## src/rtl/ahb_mailbox_mc.sv

```systemverilog
// Multi-channel AHB mailbox: one word FIFO plus status, control and interrupt registers per channel.
// Define AHB_MAILBOX_ACK_EN to build the per-channel "consumer drained the FIFO" ack interrupt.

module ahb_mailbox_ch #(
    parameter int DATA_WIDTH = 32,
    parameter int FIFO_DEPTH = 4
) (
    input  logic                  hclk,
    input  logic                  hresetn,
    input  logic                  push,
    input  logic                  pop,
    input  logic                  wr_ctrl,
    input  logic                  wr_intr,
    input  logic [DATA_WIDTH-1:0] wdata,
    output logic [DATA_WIDTH-1:0] pop_data,
    output logic [DATA_WIDTH-1:0] status,
    output logic [DATA_WIDTH-1:0] ctrl,
    output logic [DATA_WIDTH-1:0] intr_reg,
    output logic                  irq
);
    localparam int PW = $clog2(FIFO_DEPTH);
    localparam int CW = PW + 1;

    logic [DATA_WIDTH-1:0] mem [FIFO_DEPTH];
    logic [PW-1:0] rd_ptr, wr_ptr, rd_nxt, wr_nxt;
    logic [CW-1:0] count, cnt_nxt;
    logic ovf, udf, pend, en, ack;
    logic ovf_nxt, udf_nxt, pend_nxt, en_nxt, ack_nxt;
    logic empty, full, push_ok, pop_ok, flush;

    assign empty   = (count == '0);
    assign full    = (count == CW'(FIFO_DEPTH));
    assign flush   = wr_ctrl & wdata[1];
    // push and pop are both judged against the count at the start of the cycle
    assign push_ok = push & ~full;
    assign pop_ok  = pop & ~empty;

    always_comb begin
        rd_nxt   = rd_ptr;
        wr_nxt   = wr_ptr;
        cnt_nxt  = count + CW'(push_ok) - CW'(pop_ok);
        ovf_nxt  = ovf | (push & full);
        udf_nxt  = udf | (pop & empty);
        pend_nxt = pend;
        en_nxt   = wr_ctrl ? wdata[0] : en;
        if (push_ok)
            wr_nxt = wr_ptr + PW'(1);
        if (pop_ok)
            rd_nxt = rd_ptr + PW'(1);
        if (wr_intr && wdata[0])
            pend_nxt = 1'b0;
        if (push_ok)
            pend_nxt = 1'b1;
        if (flush) begin
            rd_nxt   = '0;
            wr_nxt   = '0;
            cnt_nxt  = '0;
            ovf_nxt  = 1'b0;
            udf_nxt  = 1'b0;
            pend_nxt = 1'b0;
        end
    end

`ifdef AHB_MAILBOX_ACK_EN
    always_comb begin
        ack_nxt = ack;
        if (wr_intr && wdata[1])
            ack_nxt = 1'b0;
        // only a pop that leaves the FIFO empty counts as a drain
        if (pop_ok && count == CW'(1) && !push_ok)
            ack_nxt = 1'b1;
        if (flush)
            ack_nxt = 1'b0;
    end

    always_ff @(posedge hclk or negedge hresetn) begin
        if (!hresetn)
            ack <= 1'b0;
        else
            ack <= ack_nxt;
    end
`else
    assign ack_nxt = 1'b0;
    assign ack     = 1'b0;
`endif

    always_ff @(posedge hclk or negedge hresetn) begin
        if (!hresetn) begin
            rd_ptr <= '0;
            wr_ptr <= '0;
            count  <= '0;
            ovf    <= 1'b0;
            udf    <= 1'b0;
            pend   <= 1'b0;
            en     <= 1'b0;
            irq    <= 1'b0;
        end else begin
            rd_ptr <= rd_nxt;
            wr_ptr <= wr_nxt;
            count  <= cnt_nxt;
            ovf    <= ovf_nxt;
            udf    <= udf_nxt;
            pend   <= pend_nxt;
            en     <= en_nxt;
            irq    <= (pend_nxt | ack_nxt) & en_nxt;
        end
    end

    always_ff @(posedge hclk) begin
        if (push_ok)
            mem[wr_ptr] <= wdata;
    end

    assign pop_data = empty ? '0 : mem[rd_ptr];
    assign status   = DATA_WIDTH'({8'(count), 3'b000, ack, udf, ovf, full, empty});
    assign ctrl     = DATA_WIDTH'(en);
    assign intr_reg = DATA_WIDTH'({ack, pend});
endmodule

module ahb_mailbox_mc #(
    parameter int ADDR_WIDTH = 32,
    parameter int DATA_WIDTH = 32,
    parameter int NUM_CH     = 4,
    parameter int FIFO_DEPTH = 4
) (
    input  logic                  hclk,
    input  logic                  hresetn,
    input  logic                  hsel,
    input  logic [ADDR_WIDTH-1:0] haddr,
    input  logic [3:0]            hprot,
    input  logic [2:0]            hsize,
    input  logic [1:0]            htrans,
    input  logic [2:0]            hburst,
    input  logic                  hwrite,
    input  logic [DATA_WIDTH-1:0] hwdata,
    output logic [1:0]            hresp,
    output logic                  hready,
    output logic [DATA_WIDTH-1:0] hrdata,
    output logic [NUM_CH-1:0]     mailbox_intr
);
    logic addr_vld, rd_vld;
    logic [3:0] rd_ch, wr_ch;
    logic [1:0] rd_reg, wr_reg;
    logic wr_pend;
    logic [DATA_WIDTH-1:0] rd_mux;
    logic [NUM_CH-1:0] push, pop, wr_ctrl, wr_intr;
    logic [NUM_CH-1:0][DATA_WIDTH-1:0] pop_w, status_w, ctrl_w, intr_w;
    logic unused_ok;

    assign hresp     = 2'b00;
    assign hready    = 1'b1;
    assign unused_ok = ^{hprot, hburst, hsize, haddr[ADDR_WIDTH-1:8], haddr[1:0]};

    assign addr_vld = hsel & htrans[1];
    assign rd_vld   = addr_vld & ~hwrite;
    assign rd_ch    = haddr[7:4];
    assign rd_reg   = haddr[3:2];

    // write address phase is held here so the register updates with hwdata one cycle later
    always_ff @(posedge hclk or negedge hresetn) begin
        if (!hresetn) begin
            wr_pend <= 1'b0;
            wr_ch   <= '0;
            wr_reg  <= '0;
        end else begin
            wr_pend <= addr_vld & hwrite;
            if (addr_vld) begin
                wr_ch  <= haddr[7:4];
                wr_reg <= haddr[3:2];
            end
        end
    end

    for (genvar g = 0; g < NUM_CH; g++) begin : g_ch
        assign push[g]    = wr_pend && int'(wr_ch) == g && wr_reg == 2'd2;
        assign wr_ctrl[g] = wr_pend && int'(wr_ch) == g && wr_reg == 2'd1;
        assign wr_intr[g] = wr_pend && int'(wr_ch) == g && wr_reg == 2'd3;
        assign pop[g]     = rd_vld && int'(rd_ch) == g && rd_reg == 2'd2;

        ahb_mailbox_ch #(
            .DATA_WIDTH(DATA_WIDTH),
            .FIFO_DEPTH(FIFO_DEPTH)
        ) u_ch (
            .hclk     (hclk),
            .hresetn  (hresetn),
            .push     (push[g]),
            .pop      (pop[g]),
            .wr_ctrl  (wr_ctrl[g]),
            .wr_intr  (wr_intr[g]),
            .wdata    (hwdata),
            .pop_data (pop_w[g]),
            .status   (status_w[g]),
            .ctrl     (ctrl_w[g]),
            .intr_reg (intr_w[g]),
            .irq      (mailbox_intr[g])
        );
    end

    always_comb begin
        rd_mux = '0;
        for (int i = 0; i < NUM_CH; i++) begin
            if (int'(rd_ch) == i) begin
                case (rd_reg)
                    2'd0: rd_mux = status_w[i];
                    2'd1: rd_mux = ctrl_w[i];
                    2'd2: rd_mux = pop_w[i];
                    2'd3: rd_mux = intr_w[i];
                endcase
            end
        end
    end

    always_ff @(posedge hclk or negedge hresetn) begin
        if (!hresetn)
            hrdata <= '0;
        else if (rd_vld)
            hrdata <= rd_mux;
    end
endmodule

```

## config.mk

```make
export PLATFORM = sky130hd
export DESIGN_NAME = ahb_mailbox_mc
export DESIGN_NICKNAME = d
export VERILOG_FILES = /design/src/rtl/ahb_mailbox_mc.sv
export SDC_FILE = /design/constraint.sdc
export NUM_CORES = 1
export LEC_CHECK = 0
export BUFFER_PORTS_ARGS = -buffer_cell sky130_fd_sc_hd__buf_2
export CORE_MARGIN = 3
export CORE_UTILIZATION = 35
export CTS_BUF_LIST = sky130_fd_sc_hd__clkbuf_8 sky130_fd_sc_hd__clkbuf_16
export CTS_CLUSTER_DIAMETER = 200
export DETAILED_ROUTE_END_ITERATION = 10
export GPL_TIMING_DRIVEN = 1
export HOLD_SLACK_MARGIN = 0.06
export MAX_ROUTING_LAYER = met4
export PLACE_DENSITY_LB_ADDON = 0.12
export SLEW_MARGIN = 25
export SYNTH_ARGS = -nofsm -noshare
export SYNTH_HDL_FRONTEND = slang
export SYNTH_SLANG_ARGS = --single-unit
```

## constraint.sdc

```tcl
create_clock -name hclk -period 4.23 [get_ports hclk]
set_clock_uncertainty 0.15 [all_clocks]
set_input_delay 0.846 -clock hclk [delete_from_list [all_inputs] [get_ports hclk]]
set_output_delay 0.846 -clock hclk [all_outputs]
set_load 0.03 [all_outputs]
```

# [After elaboration in Yosys (flattened, before gate mapping)]
# Memories as Yosys holds them, arrays and structs flattened.
# Cells that the tools add are included.
[totals] ramBits=512 ff_bits=87 input_bits=80 memories=4
[classes] eq_ne=16 n_addsub=16 n_reduce_logical=43 mux=64 n_bitwise=44
[memory_table] memory="g_ch[0].u_ch.mem" depth=4 word_bits=32 read_ports=1 rd_clocked_by_memory_dff=0 wr=1 line_no="24" rtl="logic [DATA_WIDTH-1:0] mem [FIFO_DEPTH];"
[memory_table] memory="g_ch[1].u_ch.mem" depth=4 word_bits=32 read_ports=1 rd_clocked_by_memory_dff=0 wr=1 line_no="24"
[memory_table] memory="g_ch[2].u_ch.mem" depth=4 word_bits=32 read_ports=1 rd_clocked_by_memory_dff=0 wr=1 line_no="24"
[memory_table] memory="g_ch[3].u_ch.mem" depth=4 word_bits=32 read_ports=1 rd_clocked_by_memory_dff=0 wr=1 line_no="24"
[op_table] op="case mux 32 bit (4 select lines)" count=4
[op_table] op="two-way mux 32 bit" count=8
[op_table] op="two-way mux 1 bit" count=32
[op_table] op="two-way mux 2 bit" count=16
[op_table] op="logical AND 1 bit" count=28
[op_table] op="bitwise AND 1 bit" count=27
[op_table] op="adder 2 x 1 -> 2 bit, second input constant" count=8
[op_table] op="equality test 4 x 3 -> 1 bit, second input constant" count=4
[op_table] op="nonzero test 2 bit" count=8
[op_table] op="adder 3 x 1 -> 3 bit" count=4
[op_table] op="equality test 3 bit, second input constant" count=4
[op_table] op="logical NOT 3 bit" count=4
[op_table] op="two-way mux 3 bit" count=4
[op_table] op="subtractor 3 x 1 -> 3 bit" count=4
[op_table] op="NOT 1 bit" count=9
[op_table] op="equality test 2 bit, second input constant" count=4
[op_table] op="equality test 4 x 2 -> 1 bit, second input constant" count=2
[op_table] op="logical NOT 4 bit" count=2
[op_table] op="OR 1 bit" count=8
[op_table] op="equality test 2 x 1 -> 1 bit, second input constant" count=2
[op_table] op="logical NOT 2 bit" count=1

# [Depth between registers and ports, before layout]
[depth] word_depth=8 depth_mapped=12

# [Hierarchy]
# Synthesis repeated with hierarchy kept, for this count alone.
[hier_totals] hier_cells=1837 hier_area_um2=29948.7
[by_module_without_submodules] module="ahb_mailbox_ch at g_ch[1].u_ch ..." area_per_inst_um2=6183.4 n_inst=3 cells_per_inst=362
[by_module_without_submodules] module="ahb_mailbox_ch at g_ch[0].u_ch" area_per_inst_um2=6187.2 n_inst=1 cells_per_inst=363
[by_module_without_submodules] module="ahb_mailbox_mc" area_per_inst_um2=5211.2 n_inst=1 cells_per_inst=388

# [Worst setup path after synthesis]
# OpenSTA, ideal clock, no wires.
[synth_timing] path_type="input-to-reg" from="in haddr[7]" to="reg g_ch[2].u_ch.count[2]" setup_time_ps=137 required_time_ps=3943 stages=11 setup_slack_ps=854 t_arrival_ps=3089 cell_sequence="buf_6 -> or4b_4 -> nor4_2 -> ha_1 -> inv_1 -> ha_1 -> inv_1 -> fa_1 -> xor2_1 -> xnor2_1 -> nor2_1"
[synth_between] elab_chain_cells=6
[synth_lines] item="start: declaration" line_no="129" rtl="input logic [ADDR_WIDTH-1:0] haddr,"
[synth_lines] item="equality test 4 x 3 -> 1 bit" line_no="178" rtl="assign pop[g] = rd_vld && int'(rd_ch) == g && rd_reg == 2'd2;"
[synth_lines] item="logical AND 1 bit (2 in series)" line_no="178"
[synth_lines] item="bitwise AND 1 bit" line_no="36" rtl="assign pop_ok = pop & ~empty;"
[synth_lines] item="subtractor 3 x 1 -> 3 bit" line_no="41" rtl="cnt_nxt = count + CW'(push_ok) - CW'(pop_ok);"
[synth_lines] item="two-way mux 3 bit" line_no="54" rtl="if (flush) begin"
[synth_lines] item="net g_ch[2].u_ch.cnt_nxt[2]" line_no="26" rtl="logic [CW-1:0] count, cnt_nxt;"
[synth_lines] item="end signal: assignment" line_no="100" rtl="count <= cnt_nxt;"
[synth_lines] item="end: declaration" line_no="26"
# The timed path passes the listed nets, and every way through them passes these cells.
# A chain may end at the register's enable or synchronous reset.

# [Worst setup path after layout]
[layout_timing] from="in haddr[2]" to="reg g_ch[3].u_ch.count[2]"
[layout_between] elab_chain_cells=5
[layout_lines] item="equality test 2 bit" line_no="178"
[layout_lines] item="logical AND 1 bit" line_no="178"
[layout_lines] item="bitwise AND 1 bit" line_no="36"
[layout_lines] item="subtractor 3 x 1 -> 3 bit" line_no="41"
[layout_lines] item="two-way mux 3 bit" line_no="54"
[layout_lines] item="net g_ch[3].u_ch.cnt_nxt[2]" line_no="26"
[layout_lines] item="end signal: assignment" line_no="100"
[layout_lines] item="end: declaration" line_no="26"
# The timed path passes the listed nets, and every way through them passes these cells.

==> impl_metrics.yaml <==
die:
  die_x_um: 265
  boundaryPins: 119
  start_util_pct: 35.5
  die_h_um: 265
  die_area_um2: 70400
  core_area_um2: 66200
  num_rows: 94
layout:
  drive_gt1_share_pct: 29.2
  reg.largest.list: "g_ch.u_ch.mem x512, hrdata x32, g_ch.u_ch.count x12"
  layout_common_cells: "edfxtp_1, mux4_2, nor2_1, dfrtp_1, buf_2"
  area_growth_pct: 16.2
  top_register: "g_ch.u_ch.mem"
  fin_nets: 1434
  mostFrequentLayoutCell: "edfxtp_1"
  largest_register_ffs: 512
  final_area_um2: 27300
  instances_no_fill: 2243
  fin_util_pct: 41.3
cts:
  clock_latency_ns: 0.60
  cts-resized-gates: 0
  htreeDepth: 3
  post_cts_buffers: 0
  cts_tree: "yes"
  cts_buffers: 67
  numClockSinks: 599
  root_buffer: "clkbuf_16"
  clk_pin_slew_ns: 0.06
  cts_buffer_depth: 3
  cts_hold_buf: 0
setup_path:
  path_class: "in -> reg"
  end_kind: "flip-flop"
  crit_chain: "buf_2 -> nand2b_1 -> buf_4 -> nor4_2 -> ha_1 -> inv_1 -> ha_1 -> inv_1 -> fa_1 -> xor2_1 -> xnor2_1 -> nor2_1"
  arrival_ns: 3.46
  crit_path_start_kind: "input pin"
  cpMaxStageDelayCell: "nand2b_1"
  cp_data_required_time_ns: 4.52
  cp_max_fo: 14
  slowest_delay_ns: 0.45
power_and_ir_drop:
  switching_share_pct: 23.4
  pwr-share-comb_pct: 7.5
  power_mw: 13.3
  ir_drop_uv: 240
  power_frac_seq_pct: 50.7
  p_sw_mw: 3.11
  internal_power_mw: 10.2
  leakage_nw: 9.01
  clock_power_share_pct: 41.7
  powerDensity_nw_per_um2: 486
place:
  io_buffers: 78
  dpl_worst_slack_ns: 0.492
  dpl_cell_area_um2: 25200
  dp_cells: 2121
  dp_hpwl_um: 35000
  globalplace.congestion: 0.793
logic_synthesis:
  syn_inst: 1193
  async_flop_share_pct: 14.5
  synth-main-ff-cell: "edfxtp_1"
  syn_area_per_cell_um2: 19.7
  synth_cell_types: 55
  ys_seq_area_share_pct: 74.6
  synth_area_um2: 23500
  synth_edf_count: 512
  ys.warnings.count: 0
  synth-seq-cells: 599
routing:
  vias: 11800
  drt_iter0_drc: 934
  wl_um: 59900
  viasPerCell: 5.27
  drt_pre_antenna_iters: 5
  ant_nets: 0
  route.detailed.drc: 0
  avgRoutedWirePerCell_um: 26.7
global_routing:
  met1_usage_pct: 24.8
  track_usage_pct: 17.8
  grt_busiest_layer: "met2"
  grt_pass1_wl_um: 88000
  grt_util_met3_pct: 2.87
  antenna_found_initial: 1
  globalRouteOverflowTotal: 0
  grt_max_degree: 88
  gr-usage-met2_pct: 27.7
  grt_pass1_vias: 12400
timing:
  hold_viol: 0
  setup-tns-final_ns: 0
  min_period_over_period_pct: 74.9
  grt_setup_unrepaired: "no"
  finalCriticalPeriod_ns: 3.17
  finalWorstSetupSlack_ns: 1.06
  slew-limit-headroom_pct: 28.3
  slew_violations: 0
  tightest_slew_ns: 1.05
  setup_viol: 0
  hold_ws_ns: 0.158
  fmax_mhz: 315
worst_hold_path:
  hold_path.class: "in -> async"
run_status:
  run_status: "finished clean"
flow_run:
  cap_violations: 0
-- layout make-up --
cell class	instances	area (um2)
flip-flops and latches	599	17600
inverters	20	75.1
diodes	1	2.50
repair buffers	128	906
multi-input cells	510	5620
clock inverters	47	323
clock buffers	74	1770
fillers	5929	38900
well taps	864	1080
-- synthesized netlist by cell type, drive strengths merged, types with 4 or more instances --
library cell,count,area share (%)
and2,21,0.56
nand2,20,0.32
buf,41,1.0
nor3b,7,0.24
nor3,12,0.43
nand2b,4,0.11
nor4,4,0.19
nor2,83,1.3
a21oi,11,0.23
inv,20,0.32
nor2b,10,0.27
fa,4,0.34
clkbuf,24,0.38
dfrtp,87,9.3
xnor2,12,0.45
a31oi,30,0.80
mux4,128,12
a22o,5,0.19
mux2i,6,0.26
ha,24,1.3
o22a,6,0.22
mux2,11,0.53
a32oi,4,0.15
xor2,8,0.30
a22oi,57,1.8
edfxtp,512,65
o21ai,6,0.13
-- power groups by stage --
| stage | Sequential (mW) | Clock [mW] | Combinational (mW) |
|---|---|---|---|
| 2_1_floorplan | 6.89 | 0 | 0.591 |
| 5_1_grt | 6.76 | 5.98 | 1.12 |
| 6_report | 6.74 | 5.55 | 1.00 |
| 4_1_cts | 6.74 | 5.74 | 1.02 |
| 3_3_place_gp | 6.86 | 0 | 1.00 |
| 3_5_place_dp | 6.86 | 0 | 1.02 |
-- critical path, delay by kind of cell --
| family | cells | cell delay [ns] |
|---|---|---|
| adder cells (fa/ha/maj) | 3 | 0.84 |
| AND/OR/NAND/NOR | 3 | 0.82 |
| buffers and inverters | 4 | 0.62 |
| XOR/XNOR | 2 | 0.32 |
-- final timing paths --
check / start / end / depth (start not counted) / slack (ns)
hold / removal: hresetn / g_ch[2].u_ch.wr_ptr[0]$_DFFE_PN0P_ / 2 / 0.16
setup reg to reg: wr_ch[1]$_DFFE_PN0N_ / g_ch[0].u_ch.mem[1][9]$_DFFE_PP_ / 5 / 1.11
min in group hclk: hrdata[2]$_DFFE_PN0N_ / hrdata[2]$_DFFE_PN0N_ / 2 / 0.33
max in group asynchronous: hresetn / g_ch[3].u_ch.rd_ptr[0]$_DFFE_PN0P_ / 2 / 3.24
hold reg to reg: hrdata[2]$_DFFE_PN0N_ / hrdata[2]$_DFFE_PN0N_ / 2 / 0.33
setup / recovery: haddr[2] / g_ch[3].u_ch.count[2]$_DFF_PN0_ / 12 / 1.06
-- cells by family after synthesis --
logic type | after synthesis | synth area share [%]
DFF | 599 | 74.6
and+or+nand+nor | 179 | 4.05
muxes | 145 | 13.0
AOI/OAI and AO/OA | 135 | 4.18
buffers and inverters | 85 | 1.74
adders and majority gates | 28 | 1.62
xor gates and xnor gates | 20 | 0.744
other | 2 | 0.0319
-- metal layers --
| layer | part of all wire, % | routed length, um | vias up |
|---|---|---|---|
| met1 | 46 | 27400 | 6386 |
| li1 | - | - | 5109 |
| met4 | 1.9 | 1130 | 0 |
| met3 | 3.9 | 2360 | 84 |
| met2 | 48 | 29000 | 249 |
| met5 | 0 | 0 | - |
Power figures use the tool's default switching activity.
